$ cat src/rtl/aes_spi_slave_pkg.sv
// Shared types and width helpers for the AES SPI responder.
// The state encoding and block/key widths live here so the bench and any wrapper agree on them.
package aes_spi_slave_pkg;

    typedef enum logic [1:0] {
        IDLE = 2'd0,
        RX   = 2'd1,
        CORE = 2'd2,
        TX   = 2'd3
    } state_t;

    function automatic int blk_bits(input int nb);
        return 32 * nb;
    endfunction

    function automatic int key_bits(input int nk);
        return 32 * nk;
    endfunction

endpackage

$ cat src/rtl/aes_spi_slave_if.sv
// Serial link between the Master and the unit-side responder.
// Master drives the select, data and qualifier; the responder returns the result bit and its valid.
interface aes_spi_slave_if;
    logic cs;
    logic Mosi;
    logic in_valid;
    logic Miso;
    logic out_valid;

    modport master (output cs, Mosi, in_valid, input Miso, out_valid);
    modport slave  (input cs, Mosi, in_valid, output Miso, out_valid);
endinterface

$ cat src/rtl/aes_spi_slave_shift_reg.sv
// MSB-first shift register with parallel load, used for both the receive frame and the transmit block.
// Load has priority over shift; a new bit enters at the LSB.
module aes_spi_slave_shift_reg #(
    parameter int WIDTH = 8
) (
    input  logic             clk,
    input  logic             rst,
    input  logic             load,
    input  logic [WIDTH-1:0] load_val,
    input  logic             shift,
    input  logic             din,
    output logic [WIDTH-1:0] q
);

    always_ff @(posedge clk or posedge rst) begin
        if (rst) begin
            q <= '0;
        end else if (load) begin
            q <= load_val;
        end else if (shift) begin
            q <= {q[WIDTH-2:0], din};
        end
    end

endmodule

$ cat src/rtl/aes_spi_slave.sv
// Unit-side SPI responder: collects message+key, starts the cipher core, returns the result block.
// state | meaning: IDLE wait for frame | RX shifting frame in | CORE core running | TX shifting result out
module aes_spi_slave
    import aes_spi_slave_pkg::*;
#(
    parameter int nk = 4,
    parameter int nb = 4,
    parameter int nr = 10
) (
    input  logic                     clk,
    input  logic                     rst,
    aes_spi_slave_if.slave           spi,
    output logic [blk_bits(nb)-1:0]  core_msg,
    output logic [key_bits(nk)-1:0]  core_key,
    output logic                     core_start,
    input  logic [blk_bits(nb)-1:0]  core_res,
    input  logic                     core_done,
    output logic                     busy
);

    localparam int BLK_BITS = blk_bits(nb);
    localparam int KEY_BITS = key_bits(nk);
    localparam int FRM_BITS = BLK_BITS + KEY_BITS;
    localparam int CNT_W    = $clog2(FRM_BITS + 1);
    localparam logic [CNT_W-1:0] FRM_LAST = CNT_W'(FRM_BITS);
    localparam logic [CNT_W-1:0] TX_LAST  = CNT_W'(BLK_BITS - 1);

    if (nb != 4 || nr != nk + 6) begin : g_bad_cfg
        $error("aes_spi_slave: nb/nk/nr is not a valid AES configuration");
    end

    state_t              state;
    state_t              next_state;
    logic [CNT_W-1:0]    cnt;
    logic [FRM_BITS-1:0] rx_q;
    logic [BLK_BITS-1:0] tx_q;
    logic                rx_full;
    logic                tx_last;
    logic                accept;
    logic                tx_load;
    logic                tx_shift;
    logic                unused_tx_low;

    assign rx_full  = (cnt == FRM_LAST);
    assign tx_last  = (cnt == TX_LAST);
    assign accept   = spi.cs && spi.in_valid && ((state == IDLE) || ((state == RX) && !rx_full));
    assign tx_load  = (state == CORE) && spi.cs && core_done;
    assign tx_shift = (state == TX);

    // Message arrives first, so it ends up in the upper part of the frame register.
    assign core_msg = rx_q[FRM_BITS-1 -: BLK_BITS];
    assign core_key = rx_q[KEY_BITS-1:0];

    // Only the MSB of the transmit register ever leaves the block.
    assign unused_tx_low = ^tx_q[BLK_BITS-2:0];

    always_ff @(posedge clk or posedge rst) begin
        if (rst) begin
            state <= IDLE;
        end else begin
            state <= next_state;
        end
    end

    always_comb begin
        next_state = state;
        case (state)
            IDLE: if (spi.cs && spi.in_valid) next_state = RX;
            RX: begin
                if (!spi.cs)      next_state = IDLE;
                else if (rx_full) next_state = CORE;
            end
            CORE: begin
                if (!spi.cs)        next_state = IDLE;
                else if (core_done) next_state = TX;
            end
            TX: if (!spi.cs || tx_last) next_state = IDLE;
            default: next_state = IDLE;
        endcase
    end

    always_comb begin
        core_start    = 1'b0;
        spi.out_valid = 1'b0;
        spi.Miso      = 1'b0;
        busy          = (state != IDLE);
        case (state)
            RX: core_start = rx_full && spi.cs;
            TX: begin
                spi.out_valid = 1'b1;
                spi.Miso      = tx_q[BLK_BITS-1];
            end
            default: ;
        endcase
    end

    // One counter serves both directions: frame bits in RX, result bits in TX.
    always_ff @(posedge clk or posedge rst) begin
        if (rst) begin
            cnt <= '0;
        end else if ((next_state == IDLE) || (next_state == CORE)) begin
            cnt <= '0;
        end else if (accept || tx_shift) begin
            cnt <= cnt + 1'b1;
        end
    end

    aes_spi_slave_shift_reg #(.WIDTH(FRM_BITS)) u_rx (
        .clk      (clk),
        .rst      (rst),
        .load     (1'b0),
        .load_val ('0),
        .shift    (accept),
        .din      (spi.Mosi),
        .q        (rx_q)
    );

    aes_spi_slave_shift_reg #(.WIDTH(BLK_BITS)) u_tx (
        .clk      (clk),
        .rst      (rst),
        .load     (tx_load),
        .load_val (core_res),
        .shift    (tx_shift),
        .din      (1'b0),
        .q        (tx_q)
    );

endmodule

$ cat src/flat_wrapper.sv
// flat-port wrapper written by rule: the top's interface ports become plain ports
module aes_spi_slave_flat import aes_spi_slave_pkg::*;
#(
    parameter int nk = 4,
    parameter int nb = 4,
    parameter int nr = 10
)
  (clk, rst, core_msg, core_key, core_start, core_res, core_done, busy, spi_cs, spi_Mosi, spi_in_valid, spi_Miso, spi_out_valid);
  aes_spi_slave_if spi_i ();
  input  logic clk;
  input  logic rst;
  output logic [blk_bits(nb)-1:0] core_msg;
  output logic [key_bits(nk)-1:0] core_key;
  output logic core_start;
  input  logic [blk_bits(nb)-1:0] core_res;
  input  logic core_done;
  output logic busy;
  input wire logic [$bits(spi_i.cs)-1:0] spi_cs;
  input wire logic [$bits(spi_i.Mosi)-1:0] spi_Mosi;
  input wire logic [$bits(spi_i.in_valid)-1:0] spi_in_valid;
  output wire logic [$bits(spi_i.Miso)-1:0] spi_Miso;
  output wire logic [$bits(spi_i.out_valid)-1:0] spi_out_valid;
  assign spi_i.cs = spi_cs;
  assign spi_i.Mosi = spi_Mosi;
  assign spi_i.in_valid = spi_in_valid;
  assign spi_Miso = spi_i.Miso;
  assign spi_out_valid = spi_i.out_valid;
  aes_spi_slave #(.nk(nk), .nb(nb), .nr(nr)) u_core (.clk(clk), .rst(rst), .spi(spi_i), .core_msg(core_msg), .core_key(core_key), .core_start(core_start), .core_res(core_res), .core_done(core_done), .busy(busy));
endmodule
$ cat config.mk
export PLATFORM = sky130hd
export DESIGN_NAME = aes_spi_slave_flat
export DESIGN_NICKNAME = d
export VERILOG_FILES = /design/src/rtl/aes_spi_slave_pkg.sv /design/src/rtl/aes_spi_slave_if.sv /design/src/rtl/aes_spi_slave_shift_reg.sv /design/src/rtl/aes_spi_slave.sv /design/src/flat_wrapper.sv
export SDC_FILE = /design/constraint.sdc
export NUM_CORES = 1
export LEC_CHECK = 0
export ABC_AREA = 1
export BUFFER_PORTS_ARGS = -buffer_cell sky130_fd_sc_hd__buf_2
export CAP_MARGIN = 40
export CORE_MARGIN = 1
export CORE_UTILIZATION = 50
export DETAILED_ROUTE_END_ITERATION = 12
export MAX_ROUTING_LAYER = met4
export PLACE_DENSITY = 0.75
export SLEW_MARGIN = 20
export SYNTH_ARGS = -nofsm -noshare
export SYNTH_HDL_FRONTEND = slang
export SYNTH_SLANG_ARGS = --single-unit
$ cat constraint.sdc
create_clock -name clk -period 38.8 [get_ports clk]
set_input_delay 7.76 -clock clk [delete_from_list [all_inputs] [get_ports clk]]
set_output_delay 7.76 -clock clk [all_outputs]
set_load 0.005 [all_outputs]
### Word-level counts from Yosys, hierarchy flattened

Cells that the tools add are included.

| word-level totals | value |
|---|---|
| bits in registers | 395 |
| input bits | 134 |
| output and inout port bits | 260 |
| logic and storage cells | 42 |

| operators by class | value |
|---|---|
| add/subtract/negate cells | 1 |
| eq/ne operators | 6 |
| multiplexer cells | 14 |
| reductions and logical operators | 17 |

Operator list:

| operator | number |
|---|---|
| $mux W128 | 2 |
| $mux W9 | 2 |
| $mux W2 | 6 |
| $add A9 B1 Y9 const B | 1 |
| $eq A9 B7 Y1 const B | 1 |
| $eq A9 B9 Y1 const B | 1 |
| $pmux W2 S4 | 1 |
| $eq A2 B2 Y1 const B | 3 |
| $logic_and A1 B1 Y1 | 6 |
| $reduce_bool A2 Y1 | 3 |
| $logic_not A2 Y1 | 2 |
| $logic_or A1 B1 Y1 | 4 |
| $mux W1 | 3 |
| $eq A2 B1 Y1 const B | 1 |
| $logic_not A1 Y1 | 2 |

### Logic depth before layout (Yosys ltp)

Gate-level depths: netlist of the first run.

| depth | value |
|---|---|
| depth after elaboration | 8 |
| depth in mapped cells | 10 |
| depth with buffers taken out | 9 |

### By module

From an unflattened synthesis of the first run, not the netlist that was laid out.

| second synthesis, totals | value |
|---|---|
| cells, all modules | 2,209 |
| area, all modules | 18,357.6 um^2 |

Modules (own cells, without submodules):

| module | instances | cells each | area an instance (um^2) | seq. area each (um^2) |
|---|---|---|---|---|
| aes_spi_slave_shift_reg (u_core.u_rx) | 1 | 1,397 | 11,812.6 | 6,406.1 |
| aes_spi_slave_shift_reg (u_core.u_tx) | 1 | 699 | 5,766.8 | 3,203.1 |
| aes_spi_slave | 1 | 113 | 778.2 | 275.3 |

### Worst setup path after synthesis of the first run

Ideal clock, no wire load.

| timing | value |
|---|---|
| kind | in2out |
| start point | input port spi_cs |
| end point | output port core_start |
| data arrival time | 8.164 ns |
| required time | 31.040 ns |
| path slack | 22.876 ns |
| stages on the path | 4 |
| path buffers | 0 |
| path through | inv_1 nor3_1 inv_1 nor2_1 |

| on the way | value |
|---|---|
| cells in the longest elaborated chain, start to end | 2 |

Ends and longest elaborated chain:

| item | RTL line | RTL |
|---|---|---|
| from (decl) | flat_wrapper.sv:18 | `input wire logic [$bits(spi_i.cs)-1:0] spi_cs;` |
| $logic_and A1 B1 Y1 | aes_spi_slave.sv:88 | `RX: core_start = rx_full && spi.cs;` |
| $mux W1 | aes_spi_slave.sv:87 | `case (state)` |
| to (decl) | flat_wrapper.sv:14 | `output logic core_start;` |

Every way passes these cells.

### Final worst setup path of the first run

Ends and elaborated chain as after synthesis.

==> results of run 1 <==
state kept, by name, summed over array words and instances (netlist names):
register and flops:
u_core.cnt 9, u_core.state 2, u_core.u_rx.q 256, u_core.u_tx.q 128
layer usage:
layer  vias up  track usage
li1       6346            -
met1      6165        0.304
met2       409        0.354
met3        61       0.0600
met4         0       0.0597
met5         -            -
worst min-delay path: stages (launching register included):
cell and delay (ns):
dfrtp_1 0.33, nand2_1 0.06, nand2_1 0.06
power groups by stage:
| stage | clock [mW] | combinational [mW] | sequential (mW) |
|---|---|---|---|
| 2_1_floorplan | 0 | 0.101 | 0.548 |
| 3_3_place_gp | 0 | 0.187 | 0.547 |
| 3_5_place_dp | 0 | 0.195 | 0.550 |
| 4_1_cts | 0.396 | 0.197 | 0.544 |
| 5_1_grt | 0.413 | 0.220 | 0.554 |
| 6_report | 0.387 | 0.195 | 0.544 |
layout by cell type (no fill, tap or decap), drive strengths merged, types with 2 or more instances in the layout:
master,count
nor2,263
clkinvlp,2
ha,2
diode,2
xor2,4
a21oi,136
nand4,3
a31oi,124
buf,412
o21ai,130
nand2,416
clkbuf,63
dfrtp,395
nand3,21
inv,149
clkinv,6
bufinv,2
final cells by class:
class                           count  area [µm²]  area share
Antenna cell                        2        5.00    0.000251
Multi-Input combinational cell   1104        5290       0.266
Clock buffer                       63        1230      0.0619
Sequential cell                   395        9880       0.497
Clock inverter                     10         109     0.00547
Timing Repair Buffer              412        2270       0.114
Inverter                          149         568      0.0285
Tap cell                          442         553      0.0278
how the worst min path moves through the flow:
| stage | to | slack, ns | cells past startpoint |
|---|---|---|---|
| 3_5_place_dp | u_core.u_rx.q[255]$_DFFE_PP0P_ | 0.47 | 2 |
| 2_1_floorplan | u_core.u_rx.q[255]$_DFFE_PP0P_ | 0.47 | 2 |
| 5_1_grt | u_core.u_rx.q[220]$_DFFE_PP0P_ | 0.53 | 2 |
| 3_3_place_gp | u_core.u_rx.q[255]$_DFFE_PP0P_ | 0.45 | 2 |
| 4_1_cts | u_core.u_rx.q[255]$_DFFE_PP0P_ | 0.49 | 2 |
| 6_report | u_core.u_rx.q[255]$_DFFE_PP0P_ | 0.49 | 2 |
synthesized netlist by cell type:
master / number
a21oi_1: 46
a21oi_2: 90
a22oi_1: 1
a31oi_1: 124
buf_1: 5
buf_2: 24
buf_4: 21
buf_6: 25
buf_8: 3
clkbuf_1: 36
dfrtp_1: 395
ha_1: 2
inv_1: 145
inv_2: 4
nand2_1: 412
nand2_2: 3
nand2_4: 1
nand3_1: 20
nand3_2: 1
nand3b_1: 1
nand4_1: 3
nor2_1: 249
nor2_2: 13
nor2_4: 1
nor3_1: 1
o211ai_1: 1
o21ai_0: 118
o21ai_1: 12
or2_2: 1
xor2_1: 4
cell families (layout without fill, tap and decap cells):
kind of cell,count (synthesis),after routing,share of synthesized area
adder cells (fa/ha/maj),2,2,0.00152
XOR/XNOR,4,4,0.00213
buffers and inverters,263,634,0.0800
AND/OR/NAND/NOR,706,706,0.167
AO/OA/AOI/OAI,392,392,0.149
other,0,2,0
flip-flops,395,395,0.600
==> results.txt, run 1 <==
H-tree depth: 2
cell area after layout: 19,900 µm²
routed wire length: 38,000 µm
Netlist cell types: 30
Die ar.: 33,700 µm²
hold_sp: u_core.u_rx.q[255]$_DFFE_PP0P_
Critical Path Slowest Stage Cell: nor3_1
clock buffer count from CTS: 42
vias: 13,000
initial antenna violation count: 2
fin crit period: 16.19 ns
Worst-Skew Late Latency: 0.52 ns
met3 WL: 3130 µm
crit-path cells: buf_2 > inv_1 > nor3_1 > inv_1 > nor2_1 > buf_2
drt wl/cell: 14.8 µm
Final setup viols: 0
worst IR drop on VDD: 0.0322 mV
top cell type's share of synthesized area: 0.600
WP depth: 6
met2 wire len: 17,700 µm
hold buffers post-CTS: 0
CTS max path bufs: 3
Final Util: 0.613
highest routed layer: met4
Req. time, crit path: 31.04 ns
DP Wirelength: 25,600 µm
critical path class: input port to output pin
CP Launch Point: spi_cs
Hold Crit Class: register to register
Non-Filler Instances: 2,577
Worst setup EP type: output pin
LEAKAGE: 10.2 nW
Placed Cells incl. Taps: 2,497
Reg-to-Reg End: u_core.u_rx.q[43]$_DFFE_PP0P_
worst reg2reg setup slack: 35.17 ns
TNS Setup: 0 ns
post-cts sizing count: 0
FF+latch count, synth: 395
layout cell share with drive strength beyond 1: 0.276
GRT Util Overall: 0.230
crit path buf inv count: 4
Hold WS: 0.486 ns
status: completed
M1 wire length: 16,300 µm
Worst Skew: 0.00801 ns
CTS tree: done
first-pass GRT wire length: 61,200 µm
DIE HEIGHT: 184 µm
FMAX: 61.8 MHz
critical path's largest stage delay: 0.22 ns
Pins Over Slew Limit: 0
FF-to-FF Start: u_core.cnt[0]$_DFFE_PP0P_
Slew Limit Headroom: 0.220
vias in the first global route: 11,900
reg2reg path depth: 10
final hold violations: 0
internal power consumption: 812 µW
Avg Cell Area, Syn: 9.35 µm²
Top Family by Delay on Critical Path: buffers and inverters
final worst-path cycle share: 0.417
RSZ-0062 raised after global routing: no
critical path capture point: core_start
# DRC: 0
startpoint types: input port
Sink Count: 395
critical path data arrival time: 8.43 ns
power share of the clock group: 0.343
Worst-path clk slew: 0.06 ns
routed vias/inst: 5.04
I/O pins: 394
Critical Path Fanout Max: 4
placed cell area: 18,400 µm²
synthesized instance count: 1,762
pwr/cell area: 56.5 nW/µm²
GRT overflow: 0
max_cap viols: 0
initial DRC count: 994
NetSw: 313 µW
cell area after synthesis: 16,500 µm²
Sw Ratio: 0.278
Combinational Power Share: 0.173
Synth area leader: dfrtp_1
fill count: 2,772
Post-Syn Nets: 1,898
IO buf count: 393
layout overhead on the synthesized area: 20.8%
largest net degree at the start of global routing: 253
Tightest Pin Transition: 1.17 ns
Seq/Total Area, Yosys: 0.600
Place WS: 22.62 ns
Pre-antenna DRT Iters: 5
synth top area cells: dfrtp_1 (60%), nand2_1 (9.4%), nor2_1 (5.7%)
total power: 1.13 mW
Final Wtd Congestion: 0.808
Routed Antenna Nets: 0
Root Driver: clkbuf_16
Die W: 184 µm
Nets: 2,240
Yosys warnings: 0
Post-CTS Setup Inserts: 0
Reg power frac: 0.484
Worst Slack Setup Final: 22.61 ns
core area: 32,500 µm²
Starting Density: 0.508
row count: 66
(Power assumes the default switching activity.)
==> run 2, diff against run 1 <==
Settings changed: ABC_AREA 1 to 0, CORE_UTILIZATION 50 to 48, PLACE_DENSITY 0.75 to 0.76.
Clock period 38.8 ns to 13.8 ns, I/O delays scaled along.
==> run 2 against run 1 <==
  * Via count decreased by 13%
  * Count of clock-buffer cells in the layout decreased by 4
  * Largest power group unchanged
  * Utilization decreased by 1.3 points
  * Sequential share of layout area increased by 0.65 points
  * Setup slack got worse by 15 ns
  * Sequential power increased by 120%
  * Synthesized cell count decreased by 25%
  * Total power increased by 120%
==> results.txt, run 2 <==
status: completed
Critical Path Fanout Max: 7
initial antenna violation count: 10
GRT Util Overall: 0.218
Slew Limit Headroom: 0.343
vias in the first global route: 10,900
routed vias/inst: 5.20
highest routed layer: met4
reg2reg path depth: 7
Sink Count: 395
synthesized instance count: 1,322
pwr/cell area: 123 nW/µm²
NetSw: 541 µW
final worst-path cycle share: 0.448
FF+latch count, synth: 395
I/O pins: 394
most frequent cells in the layout: dfrtp_1 (395), buf_2 (393), nand2_1 (262)
Non-Filler Instances: 2,166
max_cap viols: 0
number of flops mapped to enable cells by yosys: 0
CTS max path bufs: 3
Starting Density: 0.491
max reg flops: 256
Worst-Skew Late Latency: 0.53 ns
final hold violations: 0
Main synth FF type: dfrtp_1
Root Driver: clkbuf_16
Netlist cell types: 37
GRT overflow: 0
Reg power frac: 0.499
layout overhead on the synthesized area: 22.3%
FMAX: 162 MHz
most common cell in the netlist: dfrtp_1
hold buffers post-CTS: 0
ys async rst share: 1.00
Hold Crit Class: register to register
Die W: 185 µm
Worst setup EP type: output pin
core area: 32,700 µm²
commonest non-fill, non-tap cell in the layout: dfrtp_1
met3 WL: 2670 µm
Seq/Total Area, Yosys: 0.615
DP Wirelength: 24,800 µm
Final Wtd Congestion: 0.830
startpoint types: input port
Tightest Pin Transition: 0.986 ns
row count: 66
Largest regs: u_core.u_rx.q: 256 flops, u_core.u_tx.q: 128 flops, u_core.cnt: 9 flops
Hold WS: 0.497 ns
critical path capture point: core_start
Synth area leader: dfrtp_1
LEAKAGE: 10.8 nW
IO buf count: 393
clock buffer count from CTS: 41
Req. time, crit path: 11.04 ns
Worst-path clk slew: 0.06 ns
Top reg by flops: u_core.u_rx.q
synth top area cells: dfrtp_1 (62%), mux2_1 (16%), nand2_1 (6.1%)
Post-Syn Nets: 1,458
routed wire length: 37,200 µm
Yosys warnings: 0
Post-CTS Setup Inserts: 0
fin crit period: 6.19 ns
Reg-to-Reg End: u_core.u_rx.q[137]$_DFFE_PP0P_
layout cell share with drive strength beyond 1: 0.297
Synth top cells by count: dfrtp_1 (395), nand2_1 (263), mux2_1 (229), nor2_1 (132), a31oi_1 (125)
DIE HEIGHT: 185 µm
TNS Setup: 0 ns
Nets: 1,821
top cell type's share of synthesized area: 0.615
worst hold path stage count: 1
vias: 11,300
largest net degree at the start of global routing: 185
first-pass GRT wire length: 57,800 µm
Die ar.: 34,200 µm²
internal power consumption: 1.88 mW
CP Launch Point: spi_cs
placed cell area: 18,300 µm²
M1 wire length: 15,300 µm
power share of the clock group: 0.446
cell area after layout: 19,600 µm²
Pins Over Slew Limit: 0
worst reg2reg setup slack: 10.58 ns
# DRC: 0
Routed Antenna Nets: 0
drt wl/cell: 17.2 µm
met2 wire len: 18,300 µm
post-cts sizing count: 0
H-tree depth: 2
Sw Ratio: 0.223
CTS tree: done
Final setup viols: 0
RSZ-0062 raised after global routing: no
worst IR drop on VDD: 0.0926 mV
Combinational Power Share: 0.055
Avg Cell Area, Syn: 12.2 µm²
critical path class: input port to output pin
critical path data arrival time: 3.43 ns
cell area after synthesis: 16,100 µm²
Worst Skew: 0.00893 ns
Placed Cells incl. Taps: 2,083
FF-to-FF Start: u_core.cnt[0]$_DFFE_PP0P_
initial DRC count: 613
Pre-antenna DRT Iters: 5
## run 2: changes by cell type after synthesis, sizes merged, moves of 30 or more
cell	before	now
mux2	0	256
nand2	416	263
inv	149	8
a21oi	136	5
nor2	263	132
o21ai	130	2
buf	78	48
## run 2: how the worst min path moves through the flow
stage,endpoint,from,slack (ns)
after floorplan,u_core.u_tx.q[127]$_DFFE_PP0P_,u_core.u_tx.q[127]$_DFFE_PP0P_,0.46
after global placement,u_core.u_rx.q[255]$_DFFE_PP0P_,u_core.u_rx.q[255]$_DFFE_PP0P_,0.48
after detailed placement,u_core.u_tx.q[126]$_DFFE_PP0P_,u_core.u_tx.q[125]$_DFFE_PP0P_,0.49
after CTS,u_core.u_rx.q[203]$_DFFE_PP0P_,u_core.u_rx.q[203]$_DFFE_PP0P_,0.50
after global routing,u_core.u_rx.q[170]$_DFFE_PP0P_,u_core.u_rx.q[169]$_DFFE_PP0P_,0.52
final,u_core.u_rx.q[5]$_DFFE_PP0P_,u_core.u_rx.q[5]$_DFFE_PP0P_,0.50
## run 2: layer usage
metal / vias up / global-route usage
met5: - / -
met1: 5535 / 0.268
li1: 5288 / -
met4: 0 / 0.0714
met2: 368 / 0.354
met3: 71 / 0.0521
## run 2: critical path: stages
cell and delay, ns:
buf_2 0.19, inv_1 0.11, nor3_1 0.21, buf_2 0.16
## run 2: stage by stage
stage | power (mW) | setup slack (ns) | utilization
after CTS | 2.45 | 7.63 | 0.599
after floorplan | 1.30 | 0.0573 | -
after global routing | 2.52 | 7.58 | 0.601
after global placement | 1.36 | 7.60 | 0.555
final | 2.42 | 7.61 | 0.601
after detailed placement | 1.36 | 7.64 | 0.559
## run 2: logic make-up after synthesis
| kind of cell | count (synthesis) | synth area share |
|---|---|---|
| and+or+nand+nor | 416 | 0.103 |
| DFF | 395 | 0.615 |
| muxes | 257 | 0.180 |
| AOI/OAI and AO/OA | 148 | 0.0597 |
| buffers and inverters | 97 | 0.0366 |
| xor gates and xnor gates | 7 | 0.00382 |
| adders and majority gates | 2 | 0.00156 |
## run 2: power by group through the flow
stage               Combinational [mW]  Clock [mW]  Sequential [mW]
global placement                 0.129           0             1.23
finish                           0.133        1.08             1.21
CTS                              0.136        1.11             1.21
detailed placement               0.134           0             1.23
global route                     0.148        1.15             1.21
floorplan                       0.0739           0             1.23
## run 2: layout make-up
type                            count  area (µm²)
Fill cell                        2609       13100
Sequential cell                   395        9880
Multi-Input combinational cell    830        5610
Timing Repair Buffer              409        2200
Clock buffer                       59        1180
Tap cell                          442         553
Clock inverter                     12         143
Inverter                            8        40.0
Antenna cell                       11        27.5
